### config.mk
export PLATFORM = sky130hd
export DESIGN_NAME = wb_stage_flat
export DESIGN_NICKNAME = d
export VERILOG_FILES = /design/src/rtl/rv_pkg.sv /design/src/rtl/wb_stage_if.sv /design/src/rtl/wb_stage_load_ext.sv /design/src/rtl/wb_stage.sv /design/src/flat_wrapper.sv
export SDC_FILE = /design/constraint.sdc
export NUM_CORES = 1
export LEC_CHECK = 0
export ABC_CLOCK_PERIOD_IN_PS = 1900
export BUFFER_PORTS_ARGS = -buffer_cell sky130_fd_sc_hd__buf_2
export CAP_MARGIN = 20
export CELL_PAD_IN_SITES_DETAIL_PLACEMENT = 1
export CELL_PAD_IN_SITES_GLOBAL_PLACEMENT = 2
export CORE_ASPECT_RATIO = 1.4
export CORE_MARGIN = 1
export CORE_UTILIZATION = 31
export CTS_BUF_LIST = sky130_fd_sc_hd__clkbuf_4
export DETAILED_ROUTE_END_ITERATION = 10
export GPL_TIMING_DRIVEN = 1
export HOLD_SLACK_MARGIN = 0.03
export PLACE_DENSITY = 0.81
export SLEW_MARGIN = 20
export SYNTH_ARGS = -nofsm -noshare
export SYNTH_HDL_FRONTEND = slang
export SYNTH_HIERARCHICAL = 1
export SYNTH_SLANG_ARGS = --single-unit
### constraint.sdc
create_clock -name clk -period 1.9 [get_ports clk]
set_clock_uncertainty 0.2 [all_clocks]
set_input_delay 0.19 -clock clk [delete_from_list [all_inputs] [get_ports clk]]
set_output_delay 0.19 -clock clk [all_outputs]
set_load 0.03 [all_outputs]
### src/rtl/rv_pkg.sv
// Shared RV32I pipeline definitions: datapath width, writeback result-select
// encodings and load funct3 codes.
package rv_pkg;

  localparam int XLEN   = 32;
  localparam int REG_AW = 5;

  localparam logic [1:0] RES_ALU  = 2'b00;
  localparam logic [1:0] RES_LOAD = 2'b01;
  localparam logic [1:0] RES_PC4  = 2'b10;

  localparam logic [2:0] F3_LB  = 3'b000;
  localparam logic [2:0] F3_LH  = 3'b001;
  localparam logic [2:0] F3_LW  = 3'b010;
  localparam logic [2:0] F3_LBU = 3'b100;
  localparam logic [2:0] F3_LHU = 3'b101;

endpackage

### src/rtl/wb_stage_if.sv
// M-to-W pipeline bus: memory-stage results and stall/flush controls in,
// register-file write port and W-stage status out.
interface wb_stage_if #(
  parameter int XLEN   = rv_pkg::XLEN,
  parameter int REG_AW = rv_pkg::REG_AW
);
  logic              stall_w;
  logic              flush_w;
  logic              valid_m;
  logic              regwrite_m;
  logic [1:0]        resultsrc_m;
  logic [2:0]        funct3_m;
  logic [REG_AW-1:0] rd_m;
  logic [XLEN-1:0]   aluresult_m;
  logic [XLEN-1:0]   readdata_m;
  logic [XLEN-1:0]   pcplus4_m;

  logic              valid_w;
  logic              regwrite_w;
  logic [REG_AW-1:0] rd_w;
  logic [XLEN-1:0]   result_w;

  modport master (
    output stall_w, flush_w, valid_m, regwrite_m, resultsrc_m, funct3_m,
           rd_m, aluresult_m, readdata_m, pcplus4_m,
    input  valid_w, regwrite_w, rd_w, result_w
  );

  modport slave (
    input  stall_w, flush_w, valid_m, regwrite_m, resultsrc_m, funct3_m,
           rd_m, aluresult_m, readdata_m, pcplus4_m,
    output valid_w, regwrite_w, rd_w, result_w
  );
endinterface

### src/rtl/wb_stage_load_ext.sv
// Load data extraction: picks the addressed byte/halfword from an aligned
// little-endian word and sign- or zero-extends it according to funct3.
module load_ext
  import rv_pkg::*;
(
  input  logic [XLEN-1:0] word,
  input  logic [1:0]      offset,
  input  logic [2:0]      funct3,
  output logic [XLEN-1:0] ext
);

  logic [7:0]  byte_sel;
  logic [15:0] half_sel;

  always_comb begin
    // NOTE: every combinational output gets a default first so no path
    // through the case statements can infer a latch.
    byte_sel = word[7:0];
    ext      = word;
    unique case (offset)
      2'd0: byte_sel = word[7:0];
      2'd1: byte_sel = word[15:8];
      2'd2: byte_sel = word[23:16];
      2'd3: byte_sel = word[31:24];
    endcase
    half_sel = offset[1] ? word[31:16] : word[15:0];

    case (funct3)
      F3_LB:   ext = {{(XLEN-8){byte_sel[7]}}, byte_sel};
      F3_LBU:  ext = {{(XLEN-8){1'b0}}, byte_sel};
      F3_LH:   ext = {{(XLEN-16){half_sel[15]}}, half_sel};
      F3_LHU:  ext = {{(XLEN-16){1'b0}}, half_sel};
      default: ext = word;
    endcase
  end

endmodule

### src/rtl/wb_stage.sv
// MEM/WB pipeline register and writeback select; drives the register file
// write port. Optional retired-instruction counter under WB_INSTRET_EN.
module wb_stage
  import rv_pkg::*;
#(
  parameter int XLEN   = rv_pkg::XLEN,
  parameter int REG_AW = rv_pkg::REG_AW
) (
  input  logic        clk,
  input  logic        reset_n,
  wb_stage_if.slave   wb
`ifdef WB_INSTRET_EN
  ,
  output logic [63:0] instret
`endif
);

  logic              valid_q,     valid_d;
  logic              regwrite_q,  regwrite_d;
  logic [1:0]        resultsrc_q, resultsrc_d;
  logic [2:0]        funct3_q,    funct3_d;
  logic [REG_AW-1:0] rd_q,        rd_d;
  logic [XLEN-1:0]   alu_q,       alu_d;
  logic [XLEN-1:0]   rdata_q,     rdata_d;
  logic [XLEN-1:0]   pc4_q,       pc4_d;
  logic [XLEN-1:0]   load_val;

  always_comb begin
    valid_d     = valid_q;
    regwrite_d  = regwrite_q;
    resultsrc_d = resultsrc_q;
    funct3_d    = funct3_q;
    rd_d        = rd_q;
    alu_d       = alu_q;
    rdata_d     = rdata_q;
    pc4_d       = pc4_q;
    if (wb.flush_w) begin
      // Bubble only needs the control bits cleared; data fields are dead.
      valid_d    = 1'b0;
      regwrite_d = 1'b0;
    end else if (!wb.stall_w) begin
      valid_d     = wb.valid_m;
      regwrite_d  = wb.regwrite_m;
      resultsrc_d = wb.resultsrc_m;
      funct3_d    = wb.funct3_m;
      rd_d        = wb.rd_m;
      alu_d       = wb.aluresult_m;
      rdata_d     = wb.readdata_m;
      pc4_d       = wb.pcplus4_m;
    end
  end

  // NOTE: state flops use non-blocking assignments so every register samples
  // its _d value from before the edge, independent of statement order.
  always_ff @(posedge clk or negedge reset_n) begin
    if (!reset_n) begin
      valid_q     <= 1'b0;
      regwrite_q  <= 1'b0;
      resultsrc_q <= '0;
      funct3_q    <= '0;
      rd_q        <= '0;
      alu_q       <= '0;
      rdata_q     <= '0;
      pc4_q       <= '0;
    end else begin
      valid_q     <= valid_d;
      regwrite_q  <= regwrite_d;
      resultsrc_q <= resultsrc_d;
      funct3_q    <= funct3_d;
      rd_q        <= rd_d;
      alu_q       <= alu_d;
      rdata_q     <= rdata_d;
      pc4_q       <= pc4_d;
    end
  end

  load_ext u_load_ext (
    .word   (rdata_q),
    .offset (alu_q[1:0]),
    .funct3 (funct3_q),
    .ext    (load_val)
  );

  always_comb begin
    wb.valid_w    = valid_q;
    wb.regwrite_w = valid_q & regwrite_q & (rd_q != '0);
    wb.rd_w       = rd_q;
    case (resultsrc_q)
      RES_LOAD: wb.result_w = load_val;
      RES_PC4:  wb.result_w = pc4_q;
      default:  wb.result_w = alu_q;
    endcase
  end

`ifdef WB_INSTRET_EN
  logic [63:0] instret_q, instret_d;

  // Retirement is judged on the W instruction leaving, so a same-cycle
  // flush (which only affects the incoming slot) does not cancel it.
  always_comb begin
    instret_d = instret_q;
    if (valid_q && !wb.stall_w) instret_d = instret_q + 64'd1;
  end

  always_ff @(posedge clk or negedge reset_n) begin
    if (!reset_n) instret_q <= '0;
    else          instret_q <= instret_d;
  end

  assign instret = instret_q;
`endif

endmodule

### src/flat_wrapper.sv
// flat-port wrapper written by rule: the top's interface ports become plain ports
module wb_stage_flat import rv_pkg::*;
#(
  parameter int XLEN   = rv_pkg::XLEN,
  parameter int REG_AW = rv_pkg::REG_AW
)
  (clk, reset_n, wb_stall_w, wb_flush_w, wb_valid_m, wb_regwrite_m, wb_resultsrc_m, wb_funct3_m, wb_rd_m, wb_aluresult_m, wb_readdata_m, wb_pcplus4_m, wb_valid_w, wb_regwrite_w, wb_rd_w, wb_result_w);
  wb_stage_if #(.XLEN(XLEN), .REG_AW(REG_AW)) wb_i ();
  input  logic clk;
  input  logic reset_n;
  input wire logic [$bits(wb_i.stall_w)-1:0] wb_stall_w;
  input wire logic [$bits(wb_i.flush_w)-1:0] wb_flush_w;
  input wire logic [$bits(wb_i.valid_m)-1:0] wb_valid_m;
  input wire logic [$bits(wb_i.regwrite_m)-1:0] wb_regwrite_m;
  input wire logic [$bits(wb_i.resultsrc_m)-1:0] wb_resultsrc_m;
  input wire logic [$bits(wb_i.funct3_m)-1:0] wb_funct3_m;
  input wire logic [$bits(wb_i.rd_m)-1:0] wb_rd_m;
  input wire logic [$bits(wb_i.aluresult_m)-1:0] wb_aluresult_m;
  input wire logic [$bits(wb_i.readdata_m)-1:0] wb_readdata_m;
  input wire logic [$bits(wb_i.pcplus4_m)-1:0] wb_pcplus4_m;
  output wire logic [$bits(wb_i.valid_w)-1:0] wb_valid_w;
  output wire logic [$bits(wb_i.regwrite_w)-1:0] wb_regwrite_w;
  output wire logic [$bits(wb_i.rd_w)-1:0] wb_rd_w;
  output wire logic [$bits(wb_i.result_w)-1:0] wb_result_w;
  assign wb_i.stall_w = wb_stall_w;
  assign wb_i.flush_w = wb_flush_w;
  assign wb_i.valid_m = wb_valid_m;
  assign wb_i.regwrite_m = wb_regwrite_m;
  assign wb_i.resultsrc_m = wb_resultsrc_m;
  assign wb_i.funct3_m = wb_funct3_m;
  assign wb_i.rd_m = wb_rd_m;
  assign wb_i.aluresult_m = wb_aluresult_m;
  assign wb_i.readdata_m = wb_readdata_m;
  assign wb_i.pcplus4_m = wb_pcplus4_m;
  assign wb_valid_w = wb_i.valid_w;
  assign wb_regwrite_w = wb_i.regwrite_w;
  assign wb_rd_w = wb_i.rd_w;
  assign wb_result_w = wb_i.result_w;
  wb_stage #(.XLEN(XLEN), .REG_AW(REG_AW)) u_core (.clk(clk), .reset_n(reset_n), .wb(wb_i));
endmodule
==> flow_summary.ini <==
[synth]
syn_inst = 456
synth-seq-cells = 108
ys_types = 29
ys_seq_area_share_pct = 49.5
syn_area_per_cell_sq_um = 12.0
synth_edf_count = 0
syn-num-nets = 570
ys_warn_count = 6
synth-main-ff-cell = dfrtp_1
async_flop_share_pct = 100
syn_area_sq_um = 5460

[power]
powerDensity_nw_per_um2 = 897
swShare_pct = 37.9
clkPwrFrac_pct = 14.8
share_comb_of_total_power_pct = 48.1
peakVddDrop_mv = 0.479
p_int_uw = 4890
p_leak_uw = 0.00398
p_seq_share_pct = 37.1
p_switching_uw = 2990

[placed_design]
place_hpwl_um = 12400
gp_congestion = 0.810
port_buffers = 150

[sta]
tns_ps = -26240
final_max_slew_viol_count = 0
setup_ws_ps = -949
fin_hold_ws_ps = 101
setup_viol = 33
hold_viol = 0
worst_slew_pin_slew_ps = 788
rsz0062_at_grt = yes
fmax_mhz = 351
relSlewSlack_pct = 47.3
post-route-min-period_ps = 2850
period_share_pct = 150

[job]
maxCapViolations = 0

[clocking]
clock_latency_ps = 470
numCtsBuffers = 9
cts_tree = done
clock_sinks = 108
cts-root-buf = clkbuf_4
path_clk_slew_ps = 160
clock_path_buffers = 2
h-tree-depth = 3

[finish]
final_cell_mix = buf_2, dlygate4sd3_1, dfrtp_1, nand2_1, mux2_2
drive_gt1_share_pct = 53.6
final_common_cell = buf_2
area_delta_synth_final_pct = 60.9
fin_util_pct = 50.9
nNetsFinal = 854
fillCellCount = 1836

[global_route]
grt_pass1_vias = 5638
grt_max_degree = 46
track_usage_pct = 22.3
grt_pass1_wl_um = 30800
antenna_found_initial = 3
grt_overflow = 0

[detailed_routing]
first_iter_violations = 147
avgRoutedWirePerCell_um = 20.0
drc = 0
finalWirelength_um = 19700
drtAntennaViolNets = 0
drtPass1Iterations = 4
vias = 4771
vias_per_cell = 4.85

[floorplanning]
start_util_pct = 31.6
num_io_pins = 151
core_sq_um = 17300
dieWidth_um = 114
fp.dieH_um = 159
rows = 57
die-area_sq_um = 18100

[setup_path]
cp.arrival_ps = 2460
worstSetupPathType = reg2out
critPathMaxFanout = 16
reg2reg_from = u_core/rdata_q[29]
cp-start-kind = register
cp-startpoint = u_core/alu_q[1]
cp-end-kind = primary output
required_ps = 1510

[worst_hold_path]
hold_class = in2async

[outcome]
violations = negative setup slack
status = finished with violations
-- logic make-up (layout without fill, tap and decap cells) --
group,Yosys count,in the layout,share of synthesized area [%]
fa+ha+maj,2,2,0.458
simple gates,86,86,6.79
other cells,0,3,0
mux,110,110,25.6
buf+inv,39,327,3.67
flops,108,108,49.5
compound gates,111,111,14.0
-- cells in the mapped netlist, types with 3 or more instances --
master,number,area share (%)
a21o_1,17,2.3
a221o_1,8,1.5
a22oi_1,39,5.4
buf_2,7,0.64
buf_6,6,1.2
clkbuf_1,22,1.5
dfrtp_1,108,50
inv_1,4,0.28
mux2_2,66,14
mux2_4,40,11
mux2i_1,3,0.55
nand2_1,67,4.6
nand2b_1,7,0.80
nor2_1,5,0.34
nor2b_1,3,0.34
o21ai_0,32,2.9
o21ai_1,8,0.73
-- cell type report --
cell class                      instances  area (sq um)  share of cell area, %
Clock inverter                          4          41.3                  0.470
Timing Repair Buffer                  308          2620                   29.8
Clock buffer                           11          82.6                  0.941
Tap cell                              236           295                   3.36
Multi-Input combinational cell        309          3010                   34.3
Antenna cell                            3          7.51                 0.0855
Sequential cell                       108          2710                   30.8
Inverter                                4          15.0                  0.171
-- final timing paths --
path                                      end  slack (ps)  cells past startpoint
setup reg to reg           u_core/rdata_q[29]         190                      2
setup / recovery              wb_result_w[21]        -950                     10
max in group asynchronous    u_core/alu_q[19]         200                      3
min in group clk           u_core/rdata_q[30]         150                      4
hold reg to reg             u_core/rdata_q[5]         330                      1
hold / removal               u_core/alu_q[16]         100                      3
-- worst max-delay path: stages (launching register included) --
cell     delay, ps
dfrtp_2        480
buf_4          150
buf_12         130
nor2b_2        180
a21oi_2         80
o22ai_4        170
buf_12         180
a21o_1         150
a22oi_2        100
o21ai_2        210
buf_6          160
-- state kept, by name, indices dropped and copies added, names as in the netlist --
register	count
u_core/pc4_q	32
u_core/resultsrc_q	2
u_core/rdata_q	32
u_core/alu_q	32
u_core/regwrite_q	1
u_core/wb.valid_w	1
u_core/wb.rd_w	5
u_core/funct3_q	3
-- power groups by stage --
stage	Combinational, uW	Sequential [uW]	Clock (uW)
after global placement	2990	2930	0
after global routing	4010	2970	1300
final	3790	2920	1170
after CTS	3680	2910	1220
after detailed placement	3050	2950	0
after floorplan	2080	2890	0
-- routing by layer --
metal	track usage [%]	vias up	part of all wire, %
met5	0	-	0
met4	8.97	0	3.2
met3	3.50	41	2.9
met2	41.7	119	56
met1	24.7	2398	38
li1	-	2213	-
-- repair_timing --
action | 4_1_cts | 5_1_grt
gates cloned | 0 | 1
endpoints found under the setup margin | 33 | 33
gates resized for setup | 93 | 8
hold buffers | 114 | 0
pin swaps | 25 | 16
setup buffers | 5 | 4
hold endpoints to repair | 216 | 0
-- through the flow --
step / power (uW) / setup WS (ps) / instances / cell area (sq um)
2_1_floorplan: 4960 / -310 / 456 / 5800
3_3_place_gp: 5920 / -381 / 842 / 7060
3_5_place_dp: 6010 / -462 / 842 / 7060
4_1_cts: 7810 / -937 / 975 / 8690
5_1_grt: 8280 / -1050 / 983 / 8780
6_report: 7880 / -949 / 983 / 8780
(Power assumes the default switching activity.)
